===== src/rtl/trng_word_packer_pkg.sv =====
`default_nettype none
// ============================================================================
// Package     : trng_pkg
// Description : Shared types and defaults for the TRNG word packer: FSM state
//               encoding, default word width / health-test cutoffs and the
//               width of the dropped-word counter.
// Revision    : 1.0 - initial release
// ============================================================================
package trng_pkg;

    typedef enum logic [1:0] {
        S_IDLE = 2'd0,
        S_FILL = 2'd1,
        S_FAIL = 2'd2
    } state_e;

    localparam int c_WORD_W_DEF     = 32;
    localparam int c_RCT_CUTOFF_DEF = 32;
    localparam int c_APT_WINDOW_DEF = 1024;
    localparam int c_APT_CUTOFF_DEF = 600;
    localparam int c_OVF_W          = 8;

    // Increment that sticks at all-ones instead of wrapping.
    function automatic logic [c_OVF_W-1:0] sat_inc(input logic [c_OVF_W-1:0] v);
        return (v == '1) ? v : v + 1'b1;
    endfunction

endpackage
`default_nettype wire


===== src/rtl/trng_word_packer_if.sv =====
`default_nettype none
// ============================================================================
// Interface   : trng_word_packer_if
// Description : Bit-stream input and word valid/ready output of the packer.
//   bit_in/bit_valid   : debiased bit stream, no backpressure
//   word_out/word_valid: packed word, held until word_ready
//   word_ready         : consumer accept
//   modport master     : the packer (drives the word side)
//   modport slave      : the environment (drives bits and word_ready)
// Revision    : 1.0 - initial release
// ============================================================================
interface trng_word_packer_if
    import trng_pkg::*;
#(
    parameter int WORD_W = c_WORD_W_DEF
) ();
    logic              bit_in;
    logic              bit_valid;
    logic [WORD_W-1:0] word_out;
    logic              word_valid;
    logic              word_ready;

    modport master (
        input  bit_in,
        input  bit_valid,
        input  word_ready,
        output word_out,
        output word_valid
    );

    modport slave (
        output bit_in,
        output bit_valid,
        output word_ready,
        input  word_out,
        input  word_valid
    );
endinterface
`default_nettype wire


===== src/rtl/trng_word_packer_rct.sv =====
`default_nettype none
// ============================================================================
// Module      : trng_rct
// Description : Repetition count test. Tracks the last accepted bit and the
//               length of the current run of identical bits; pulses trip_o
//               combinationally on the bit that brings the run to RCT_CUTOFF.
//   clk, rst_n : clock, asynchronous active-low reset
//   bit_i      : candidate bit
//   valid_i    : bit_i is accepted this cycle
//   restart_i  : discard the current run (has priority over valid_i)
//   trip_o     : run reaches RCT_CUTOFF on this accepted bit
// Revision    : 1.0 - initial release
// ============================================================================
module trng_rct #(
    parameter int RCT_CUTOFF = 32
) (
    input  logic clk,
    input  logic rst_n,
    input  logic bit_i,
    input  logic valid_i,
    input  logic restart_i,
    output logic trip_o
);
    localparam int RUN_W = $clog2(RCT_CUTOFF + 1);
    localparam logic [RUN_W-1:0] c_CUTOFF = RUN_W'(RCT_CUTOFF);

    logic             last_q;
    logic [RUN_W-1:0] run_q;
    logic [RUN_W-1:0] run_d;

    // After reset/restart run_q is 0, so the first bit yields a run of 1
    // whichever way the compare against last_q goes.
    always_comb begin
        run_d = RUN_W'(1);
        if (bit_i == last_q) begin
            run_d = (run_q == c_CUTOFF) ? run_q : run_q + 1'b1;
        end
    end

    assign trip_o = valid_i && !restart_i && (run_d == c_CUTOFF);

    always_ff @(posedge clk or negedge rst_n) begin
        if (!rst_n) begin
            last_q <= 1'b0;
            run_q  <= '0;
        end else if (restart_i) begin
            last_q <= 1'b0;
            run_q  <= '0;
        end else if (valid_i) begin
            last_q <= bit_i;
            run_q  <= run_d;
        end
    end
endmodule
`default_nettype wire


===== src/rtl/trng_word_packer.sv =====
`default_nettype none
// ============================================================================
// Module      : trng_word_packer
// Description : Final TRNG stage. Health-tests the debiased bit stream and
//               packs accepted bits LSB-first into WORD_W-bit words behind a
//               valid/ready output register. Words completing while the
//               output is still occupied are dropped and counted.
//   clk, rst_n   : clock, asynchronous active-low reset
//   enable       : block enable (IDLE <-> FILL)
//   health_clr   : pulse, clears the alarm and restarts the block
//   health_fail  : sticky health-test alarm
//   overflow_cnt : saturating dropped-word count (cleared by reset only)
//   bus          : trng_word_packer_if.master (bits in, words out)
// Config macro: TRNG_APT_EN - compiles in the adaptive proportion test.
// Revision    : 1.0 - initial release
// ============================================================================
module trng_word_packer
    import trng_pkg::*;
#(
    parameter int WORD_W     = c_WORD_W_DEF,
    parameter int RCT_CUTOFF = c_RCT_CUTOFF_DEF,
    parameter int APT_WINDOW = c_APT_WINDOW_DEF,
    parameter int APT_CUTOFF = c_APT_CUTOFF_DEF
) (
    input  logic               clk,
    input  logic               rst_n,
    input  logic               enable,
    input  logic               health_clr,
    output logic               health_fail,
    output logic [c_OVF_W-1:0] overflow_cnt,
    trng_word_packer_if.master bus
);
    localparam int CNT_W = $clog2(WORD_W);
    localparam logic [CNT_W-1:0] c_CNT_LAST = CNT_W'(WORD_W - 1);

    if (WORD_W < 8 || RCT_CUTOFF < 2 || APT_CUTOFF < 1 || APT_CUTOFF > APT_WINDOW) begin : g_bad_params
        $error("trng_word_packer: illegal parameter combination");
    end

    state_e             state_q;
    logic [WORD_W-1:0]  partial_q;
    logic [WORD_W-1:0]  partial_d;
    logic [CNT_W-1:0]   cnt_q;
    logic [WORD_W-1:0]  word_q;
    logic               valid_q;
    logic               fail_q;
    logic [c_OVF_W-1:0] ovf_q;

    logic w_accept;
    logic w_restart;
    logic w_hs;
    logic w_rct_trip;
    logic w_apt_trip;
    logic w_trip;

    // health_clr suppresses acceptance so it always wins over a trip.
    assign w_accept  = (state_q == S_FILL) && enable && bus.bit_valid && !health_clr;
    assign w_restart = (state_q != S_FILL) || !enable || health_clr;
    assign w_hs      = valid_q && bus.word_ready;
    assign w_trip    = w_rct_trip | w_apt_trip;

    always_comb begin
        partial_d        = partial_q;
        partial_d[cnt_q] = bus.bit_in;
    end

    trng_rct #(
        .RCT_CUTOFF(RCT_CUTOFF)
    ) u_rct (
        .clk      (clk),
        .rst_n    (rst_n),
        .bit_i    (bus.bit_in),
        .valid_i  (w_accept),
        .restart_i(w_restart),
        .trip_o   (w_rct_trip)
    );

`ifdef TRNG_APT_EN
    localparam int APT_W = $clog2(APT_WINDOW + 1);
    localparam logic [APT_W-1:0] c_APT_LAST = APT_W'(APT_WINDOW - 1);
    localparam logic [APT_W-1:0] c_APT_TRIP = APT_W'(APT_CUTOFF);

    logic [APT_W-1:0] apt_idx_q;
    logic [APT_W-1:0] apt_cnt_q;
    logic [APT_W-1:0] apt_cnt_d;
    logic             apt_ref_q;
    logic             w_apt_first;

    // The first bit of a window becomes the reference and counts as a match.
    assign w_apt_first = (apt_idx_q == '0);

    always_comb begin
        apt_cnt_d = apt_cnt_q;
        if (w_apt_first) begin
            apt_cnt_d = APT_W'(1);
        end else if (bus.bit_in == apt_ref_q) begin
            apt_cnt_d = apt_cnt_q + 1'b1;
        end
    end

    assign w_apt_trip = w_accept && (apt_cnt_d == c_APT_TRIP);

    always_ff @(posedge clk or negedge rst_n) begin
        if (!rst_n) begin
            apt_idx_q <= '0;
            apt_cnt_q <= '0;
            apt_ref_q <= 1'b0;
        end else if (w_restart) begin
            apt_idx_q <= '0;
            apt_cnt_q <= '0;
            apt_ref_q <= 1'b0;
        end else if (w_accept) begin
            if (w_apt_first) begin
                apt_ref_q <= bus.bit_in;
            end
            apt_cnt_q <= apt_cnt_d;
            apt_idx_q <= (apt_idx_q == c_APT_LAST) ? '0 : apt_idx_q + 1'b1;
        end
    end
`else
    assign w_apt_trip = 1'b0;
`endif

    always_ff @(posedge clk or negedge rst_n) begin
        if (!rst_n) begin
            state_q   <= S_IDLE;
            partial_q <= '0;
            cnt_q     <= '0;
            word_q    <= '0;
            valid_q   <= 1'b0;
            fail_q    <= 1'b0;
            ovf_q     <= '0;
        end else if (health_clr) begin
            state_q   <= S_IDLE;
            fail_q    <= 1'b0;
            partial_q <= '0;
            cnt_q     <= '0;
            if (w_hs) begin
                valid_q <= 1'b0;
            end
        end else begin
            case (state_q)
                S_IDLE: begin
                    if (w_hs) begin
                        valid_q <= 1'b0;
                    end
                    if (enable) begin
                        state_q <= S_FILL;
                    end
                end
                S_FILL: begin
                    if (!enable) begin
                        // Output register survives; only the partial word goes.
                        state_q   <= S_IDLE;
                        partial_q <= '0;
                        cnt_q     <= '0;
                        if (w_hs) begin
                            valid_q <= 1'b0;
                        end
                    end else if (w_trip) begin
                        // Pending word is flushed and never delivered.
                        state_q   <= S_FAIL;
                        fail_q    <= 1'b1;
                        valid_q   <= 1'b0;
                        partial_q <= '0;
                        cnt_q     <= '0;
                    end else begin
                        if (w_hs) begin
                            valid_q <= 1'b0;
                        end
                        if (w_accept) begin
                            if (cnt_q == c_CNT_LAST) begin
                                partial_q <= '0;
                                cnt_q     <= '0;
                                if (valid_q && !bus.word_ready) begin
                                    ovf_q <= sat_inc(ovf_q);
                                end else begin
                                    word_q  <= partial_d;
                                    valid_q <= 1'b1;
                                end
                            end else begin
                                partial_q <= partial_d;
                                cnt_q     <= cnt_q + 1'b1;
                            end
                        end
                    end
                end
                default: begin
                    // S_FAIL: bits and word_ready are ignored until health_clr.
                    valid_q <= 1'b0;
                end
            endcase
        end
    end

    assign bus.word_out   = word_q;
    assign bus.word_valid = valid_q;
    assign health_fail    = fail_q;
    assign overflow_cnt   = ovf_q;
endmodule
`default_nettype wire

===== src/flat_wrapper.sv =====
// flat-port wrapper written by rule: the top's interface ports become plain ports
module trng_word_packer_flat import trng_pkg::*;
#(
    parameter int WORD_W     = c_WORD_W_DEF,
    parameter int RCT_CUTOFF = c_RCT_CUTOFF_DEF,
    parameter int APT_WINDOW = c_APT_WINDOW_DEF,
    parameter int APT_CUTOFF = c_APT_CUTOFF_DEF
)
  (clk, rst_n, enable, health_clr, health_fail, overflow_cnt, bus_bit_in, bus_bit_valid, bus_word_ready, bus_word_out, bus_word_valid);
  trng_word_packer_if #(.WORD_W(WORD_W)) bus_i ();
  input  logic clk;
  input  logic rst_n;
  input  logic enable;
  input  logic health_clr;
  output logic health_fail;
  output logic [c_OVF_W-1:0] overflow_cnt;
  input wire logic [$bits(bus_i.bit_in)-1:0] bus_bit_in;
  input wire logic [$bits(bus_i.bit_valid)-1:0] bus_bit_valid;
  input wire logic [$bits(bus_i.word_ready)-1:0] bus_word_ready;
  output wire logic [$bits(bus_i.word_out)-1:0] bus_word_out;
  output wire logic [$bits(bus_i.word_valid)-1:0] bus_word_valid;
  assign bus_i.bit_in = bus_bit_in;
  assign bus_i.bit_valid = bus_bit_valid;
  assign bus_i.word_ready = bus_word_ready;
  assign bus_word_out = bus_i.word_out;
  assign bus_word_valid = bus_i.word_valid;
  trng_word_packer #(.WORD_W(WORD_W), .RCT_CUTOFF(RCT_CUTOFF), .APT_WINDOW(APT_WINDOW), .APT_CUTOFF(APT_CUTOFF)) u_core (.clk(clk), .rst_n(rst_n), .enable(enable), .health_clr(health_clr), .health_fail(health_fail), .overflow_cnt(overflow_cnt), .bus(bus_i));
endmodule

===== config.mk =====
export PLATFORM = sky130hd
export DESIGN_NAME = trng_word_packer_flat
export DESIGN_NICKNAME = d
export VERILOG_FILES = /design/src/rtl/trng_word_packer_pkg.sv /design/src/rtl/trng_word_packer_if.sv /design/src/rtl/trng_word_packer_rct.sv /design/src/rtl/trng_word_packer.sv /design/src/flat_wrapper.sv
export SDC_FILE = /design/constraint.sdc
export NUM_CORES = 1
export LEC_CHECK = 0
export CAP_MARGIN = 20
export CORE_MARGIN = 2
export CORE_UTILIZATION = 31
export DETAILED_ROUTE_END_ITERATION = 8
export PLACE_DENSITY = 0.55
export SLEW_MARGIN = 20
export SYNTH_ARGS = -nofsm -noshare
export SYNTH_HDL_FRONTEND = slang
export SYNTH_HIERARCHICAL = 1
export SYNTH_SLANG_ARGS = --single-unit

===== constraint.sdc =====
create_clock -name clk -period 3.29 [get_ports clk]
set_input_delay 0.329 -clock clk [delete_from_list [all_inputs] [get_ports clk]]
set_output_delay 0.329 -clock clk [all_outputs]
set_load 0.005 [all_outputs]

==> Word level (Yosys, flattened, before mapping) <==
Index checks and enable logic that the tools add are counted.
{ "word_totals": {"ff_bits": 88, "input_bits": 7, "output_inout_bits": 42} }
{ "op_classes": {"add_sub_neg": 3, "n_lt_le_gt_ge": 2, "n_eq_ne": 10, "muxes": 38, "n_bitwise": 4, "n_reduce_logical": 25} }
{ "ops": {"columns": ["operator", "n"], "rows": [
  ["two-way mux 32 bit", 6],
  ["bitwise mux 32 bit", 1],
  ["two-way mux 5 bit", 6],
  ["two-way mux 6 bit", 4],
  ["two-way mux 1 bit", 14],
  ["== test 6 bit, second input constant", 2],
  ["adder 8 x 1 -> 8 bit, second input constant", 1],
  ["== test 8 bit, second input constant", 1],
  ["logical AND 1 bit", 8],
  ["two-way mux 2 bit", 4],
  ["AND reduction 8 bit", 1],
  ["nonzero test 2 bit", 4],
  ["AND reduction 7 bit", 1],
  ["adder 6 x 1 -> 6 bit, second input constant", 1],
  ["< comparator 5 x 6 -> 1 bit, second input constant", 1],
  ["AND reduction 3 bit", 2],
  ["adder 5 x 1 -> 5 bit, second input constant", 1],
  ["demux 1 bit (select 5 bit)", 1],
  ["== test 5 bit, second input constant", 1],
  ["greater-or-equal comparator 5 x 1 -> 1 bit, second input constant", 1],
  ["logical NOT 1 bit", 4],
  ["!= test 4 x 1 -> 1 bit, second input constant", 1],
  ["!= test 4 bit, second input constant", 1],
  ["NOT 1 bit", 4],
  ["other kinds (10)", 11]
]} }

==> Longest topological paths before layout <==
{ "depth": {"word_depth": 11, "depth_mapped": 11} }

==> Modules after synthesis <==
Netlist, hierarchy kept.
{ "by_module_without_submodules": {"columns": ["module", "instances", "cells_each", "area_per_inst_um2", "seq_area_each_um2"], "rows": [
  ["trng_word_packer", 1, 386, 4083.9, 2026.9],
  ["trng_rct", 1, 56, 481.7, 175.2]
]} }

==> Worst setup path before layout <==
OpenSTA, ideal clock, no wires.
{ "synth_path": {"kind": "register to register", "start": "reg u_core.state_q[1]", "end": "reg u_core.partial_q[0]", "arrival_time_ns": 2.780, "slack_ns": 0.389, "stages_incl_launch_ff": 12, "n_path_buf": 2, "synth_period_minus_slack_ns": 2.901, "path_cell_list": "dfrtp_1 > and4bb_4 > and2_2 > nand2_1 > or3_1 > nor4_1 > nor2_1 > and3_4 > and2_4 > buf_6 > buf_8 > a22o_1"} }
{ "synth_between": {"elab_chain_cells": 10} }
{ "synth_rtl": {"columns": ["item", "line_no", "source"], "rows": [
  ["start, declared", "trng_word_packer.sv:40", "state_e state_q;"],
  ["start signal, assigned", "trng_word_packer.sv:126", "state_q <= S_IDLE;"],
  ["start signal, assigned", "trng_word_packer.sv:134", "state_q <= S_IDLE;"],
  ["start signal, assigned", "trng_word_packer.sv:148", "state_q <= S_FILL;"],
  ["== test 2 x 1 -> 1 bit (*)", "trng_word_packer.sv:57", "assign w_accept = (state_q == S_FILL) && enable && bus.bit_valid && !health_clr;"],
  ["logical AND 1 bit (*) (3 in series)", "trng_word_packer.sv:57", null],
  ["net u_core.w_accept", "trng_word_packer.sv:49", "logic w_accept;"],
  ["logical AND 1 bit (*) (2 in series)", "trng_word_packer_rct.sv:40", "assign trip_o = valid_i && !restart_i && (run_d == c_CUTOFF);"],
  ["net u_core.w_rct_trip", "trng_word_packer.sv:52", "logic w_rct_trip;"],
  ["two-way mux 32 bit", "trng_word_packer.sv:160", "end else if (w_trip) begin"],
  ["two-way mux 32 bit", "trng_word_packer.sv:152", "if (!enable) begin"],
  ["two-way mux 32 bit", "trng_word_packer.sv:142", "case (state_q)"],
  ["two-way mux 32 bit", "trng_word_packer.sv:133", "end else if (health_clr) begin"],
  ["end signal, assigned", "trng_word_packer.sv:182", "partial_q <= partial_d;"],
  ["end, declared", "trng_word_packer.sv:41", "logic [WORD_W-1:0] partial_q;"]
]} }
The timed path passes the listed nets; every way through them passes the cells marked *. The select of a mux whose other input is x is not followed.
A chain may end at the register's enable or synchronous reset.

==> Worst setup path after layout <==
{ "layout_path": {"start": "in enable", "end": "reg u_core.partial_q[16]"} }
{ "layout_lines": {"columns": ["item", "line_no", "source"], "rows": [
  ["start, declared", "flat_wrapper.sv:13", "input logic enable;"],
  ["logical AND 1 bit (*) (3 in series)", "trng_word_packer.sv:57", null],
  ["net u_core.w_accept", "trng_word_packer.sv:49", null],
  ["logical AND 1 bit (*) (2 in series)", "trng_word_packer_rct.sv:40", null],
  ["net u_core.w_rct_trip", "trng_word_packer.sv:52", null],
  ["two-way mux 32 bit", "trng_word_packer.sv:160", null],
  ["two-way mux 32 bit", "trng_word_packer.sv:152", null],
  ["two-way mux 32 bit", "trng_word_packer.sv:142", null],
  ["two-way mux 32 bit", "trng_word_packer.sv:133", null]
]} }
Marks and branches as above.

==> results_dict.tcl <==
set metrics [dict create \
    r2r_cells 11 \
    synthesis.nets 457 \
    synth_compound_area_frac 0.1685 \
    synth_top_flop_cell "dfrtp_1" \
    reg2reg_slack_ps 600 \
    synth_area_um2 4566 \
    synth-edff-count 0 \
    crit_start "enable" \
    report.final.slew_viol_count 0 \
    grt_pass1_vias 3545 \
    antenna_found_initial 0 \
    synth_mux_area_frac 0.07290 \
    synth_cells 442 \
    p_leak_uw 0.002269 \
    dp_hpwl_um 6654 \
    status "finished, final reports clean" \
    port_buffers 48 \
    grt_max_degree 71 \
    synthAdderAreaFrac 0.02192 \
    die_x_um 125.4 \
    synthArstFlopShare 1.000 \
    power_density_nw_per_um2 407.4 \
    diodes 0 \
    p_clk_frac 0.469 \
    ant_nets 0 \
    grt_pass1_wl_um 17800 \
    fin_crit_sh 0.8469 \
    clock.fmax_mhz 358.9 \
    regArea_um2 2202 \
    timing.rr.start "u_core/state_q[1]" \
    syn_area_per_cell_um2 10.33 \
    vias 3460 \
    setup_viol 0 \
    initial_utilization 0.3153 \
    cts_max_level 3 \
    fin_crit_ps 2786 \
    finalHoldViolations 0 \
    path_max_fanout 31 \
    cts.clk_slew.worst_paths_ps 60 \
    vdd_drop_max_mv 0.2924 \
    switching_share 0.2155 \
    drive_gt1_frac 0.08247 \
    drcViolationCount 0 \
    synth-seq-area-share 0.4823 \
    cts_root_buf "clkbuf_16" \
    skew_ps 5.146 \
    synth_top_family_by_area "simple AND/OR/NAND/NOR gates" \
    grt_overflow 0 \
    cts_tree "done" \
    cap_violations 0 \
    design.die.area_um2 15720 \
    first_pass_iters 4 \
    routedWlPerCell_um 15.74 \
    holdBufCountCts 0 \
    rsz0062_at_grt "false" \
    n_fill_cell 1468 \
    fin_setup_tns_ps 0 \
    viasPerCell 5.172 \
    synthSimpleGateAreaFrac 0.1727 \
    critPathCapture "u_core/partial_q[16]" \
    hold_class "in -> async" \
    gp_congestion 0.8432 \
    cts.sinks 88 \
    row_count 44 \
    grt_usage 0.1389 \
    arrival_ps 3020 \
    cts_buffers 9 \
    p_int_uw 1741 \
    postCtsSetupRepairBufs 0 \
    crit_type "in -> reg" \
    clk_latency_ps 340 \
    p_seq_frac 0.489 \
    multi_input_area_um2 2079 \
    critPathCaptureType "flop" \
    core_area_um2 14480 \
    worstMarginPinSlew_ps 900.7 \
    ys_seq_elements 88 \
    yosys_warnings 6 \
    reg2reg_to "u_core/partial_q[16]" \
    io_pins 49 \
    synthDistinctLibCells 50 \
    dieHeight_um 125.4 \
    synthXorXnorAreaFrac 0.01918 \
    total_power_uw 2219 \
    critPathRequiredTime_ps 3520 \
    clockBufferDepth 2 \
    combPwrFrac 0.042 \
    p_switching_uw 478.2 \
    synthToLayoutAreaGrowth_pct 19.29 \
    cp-start-kind "input pin" \
    drt_iter0_drc 239 \
    wl_um 10530 \
    nNetsFinal 496 \
    slew_headroom 0.3995 \
    cts_resized 0 \
]
-- power groups by stage --
stage          clock, uW  combinational (uW)  sequential [uW]
6_report            1040                93.4             1090
5_1_grt             1120                 107             1080
4_1_cts             1080                95.9             1090
3_5_place_dp           0                95.6             1110
3_3_place_gp           0                92.7             1110
2_1_floorplan          0                45.7             1110
-- cell usage after synthesis, types with 7 or more instances --
cell type,number,share of area
dfrtp_1,88,0.48
nor2_1,43,0.035
o21ai_0,39,0.043
a21oi_1,38,0.042
mux2i_1,31,0.068
a22o_1,30,0.058
nand2_1,23,0.019
inv_1,11,0.0090
nor3_1,10,0.011
buf_6,9,0.022
clkbuf_1,9,0.0074
nand3_1,9,0.0099
ha_1,8,0.022
nor4b_1,8,0.015
xor2_1,8,0.015
a31oi_1,7,0.0096
and4_1,7,0.013
-- registers in the layout, summed over array words and instances (netlist names) --
signal                 count
u_core/state_q             2
u_core/partial_q          32
u_core/bus.word_out       32
u_core/u_rct/run_q         6
u_core/u_rct/last_q        1
u_core/overflow_cnt        8
u_core/health_fail         1
u_core/cnt_q               5
u_core/bus.word_valid      1
-- worst max-delay path, cell delays in order --
cell and delay [ps]:
clkdlybuf4s50_1 570, and4bb_4 310, and2_2 170, nand2_1 70, or3_1 320, nor4_1 180, buf_4 200, or3b_1 110
a21o_2 230, buf_12 200, o21ai_0 100, a22o_2 230
-- how the worst min path moves through the flow --
| stage | start | to | slack [ps] | cells past startpoint |
|---|---|---|---|---|
| after floorplan | rst_n | u_core/bus.word_out[0] | 30 | 0 |
| final | rst_n | u_core/bus.word_out[20] | 110 | 1 |
| after global routing | rst_n | u_core/bus.word_out[20] | 190 | 1 |
| after global placement | u_core/overflow_cnt[6] | u_core/overflow_cnt[6] | 480 | 1 |
| after CTS | rst_n | u_core/bus.word_out[24] | 160 | 1 |
| after detailed placement | u_core/partial_q[19] | u_core/partial_q[19] | 490 | 1 |
-- layout by cell type, fill, tap and decap left out, types with 4 or more instances in the layout --
| cell type | instances |
|---|---|
| nand3_1 | 9 |
| clkbuf_16 | 9 |
| nor3b_1 | 6 |
| nor3_1 | 10 |
| ha_1 | 8 |
| a21oi_1 | 38 |
| mux2i_1 | 31 |
| nand4_1 | 5 |
| nand2_1 | 23 |
| dfrtp_1 | 88 |
| a31oi_1 | 7 |
| buf_4 | 8 |
| nor2b_1 | 4 |
| clkdlybuf4s50_1 | 47 |
| and4_1 | 7 |
| o21ai_0 | 39 |
| nor2_1 | 43 |
| inv_1 | 11 |
| a22o_1 | 30 |
| xor2_1 | 8 |
| nor4b_1 | 8 |
-- kinds of logic after synthesis --
group / count (synthesis)
and+or+nand+nor: 138
AOI/OAI and AO/OA: 123
DFF: 88
buffers and inverters: 42
muxes: 33
xor gates and xnor gates: 10
adders and majority gates: 8
-- stage by stage --
stage / std cells / util / setup WS [ps] / cell area [um^2] / hold WS, ps
6_report: 669 / 0.3762 / 503.8 / 5446 / 114.7
2_1_floorplan: 442 / - / 389.0 / 4566 / 33.41
3_3_place_gp: 654 / 0.3555 / 218.0 / 5147 / 475.6
4_1_cts: 669 / 0.3762 / 530.5 / 5446 / 157.1
5_1_grt: 669 / 0.3762 / 274.4 / 5446 / 189.9
3_5_place_dp: 654 / 0.3555 / 181.3 / 5147 / 485.5
-- area by class of cell --
type,instances,area share
Clock buffer,13,0.04778
Multi-Input combinational cell,312,0.3818
Inverter,12,0.008270
Timing Repair Buffer,58,0.1084
Sequential cell,88,0.4043
Tap cell,184,0.04227
Clock inverter,2,0.007122
-- metal layers --
| layer | GRT usage | wire (um) | vias up |
|---|---|---|---|
| met3 | 0.04236 | 379 | 4 |
| met5 | 0 | 0 | - |
| met2 | 0.2244 | 5014 | 67 |
| li1 | - | - | 1687 |
| met4 | 0.03529 | 61 | 0 |
| met1 | 0.1827 | 5071 | 1702 |
Note: power is estimated with default switching activity, not from simulation.
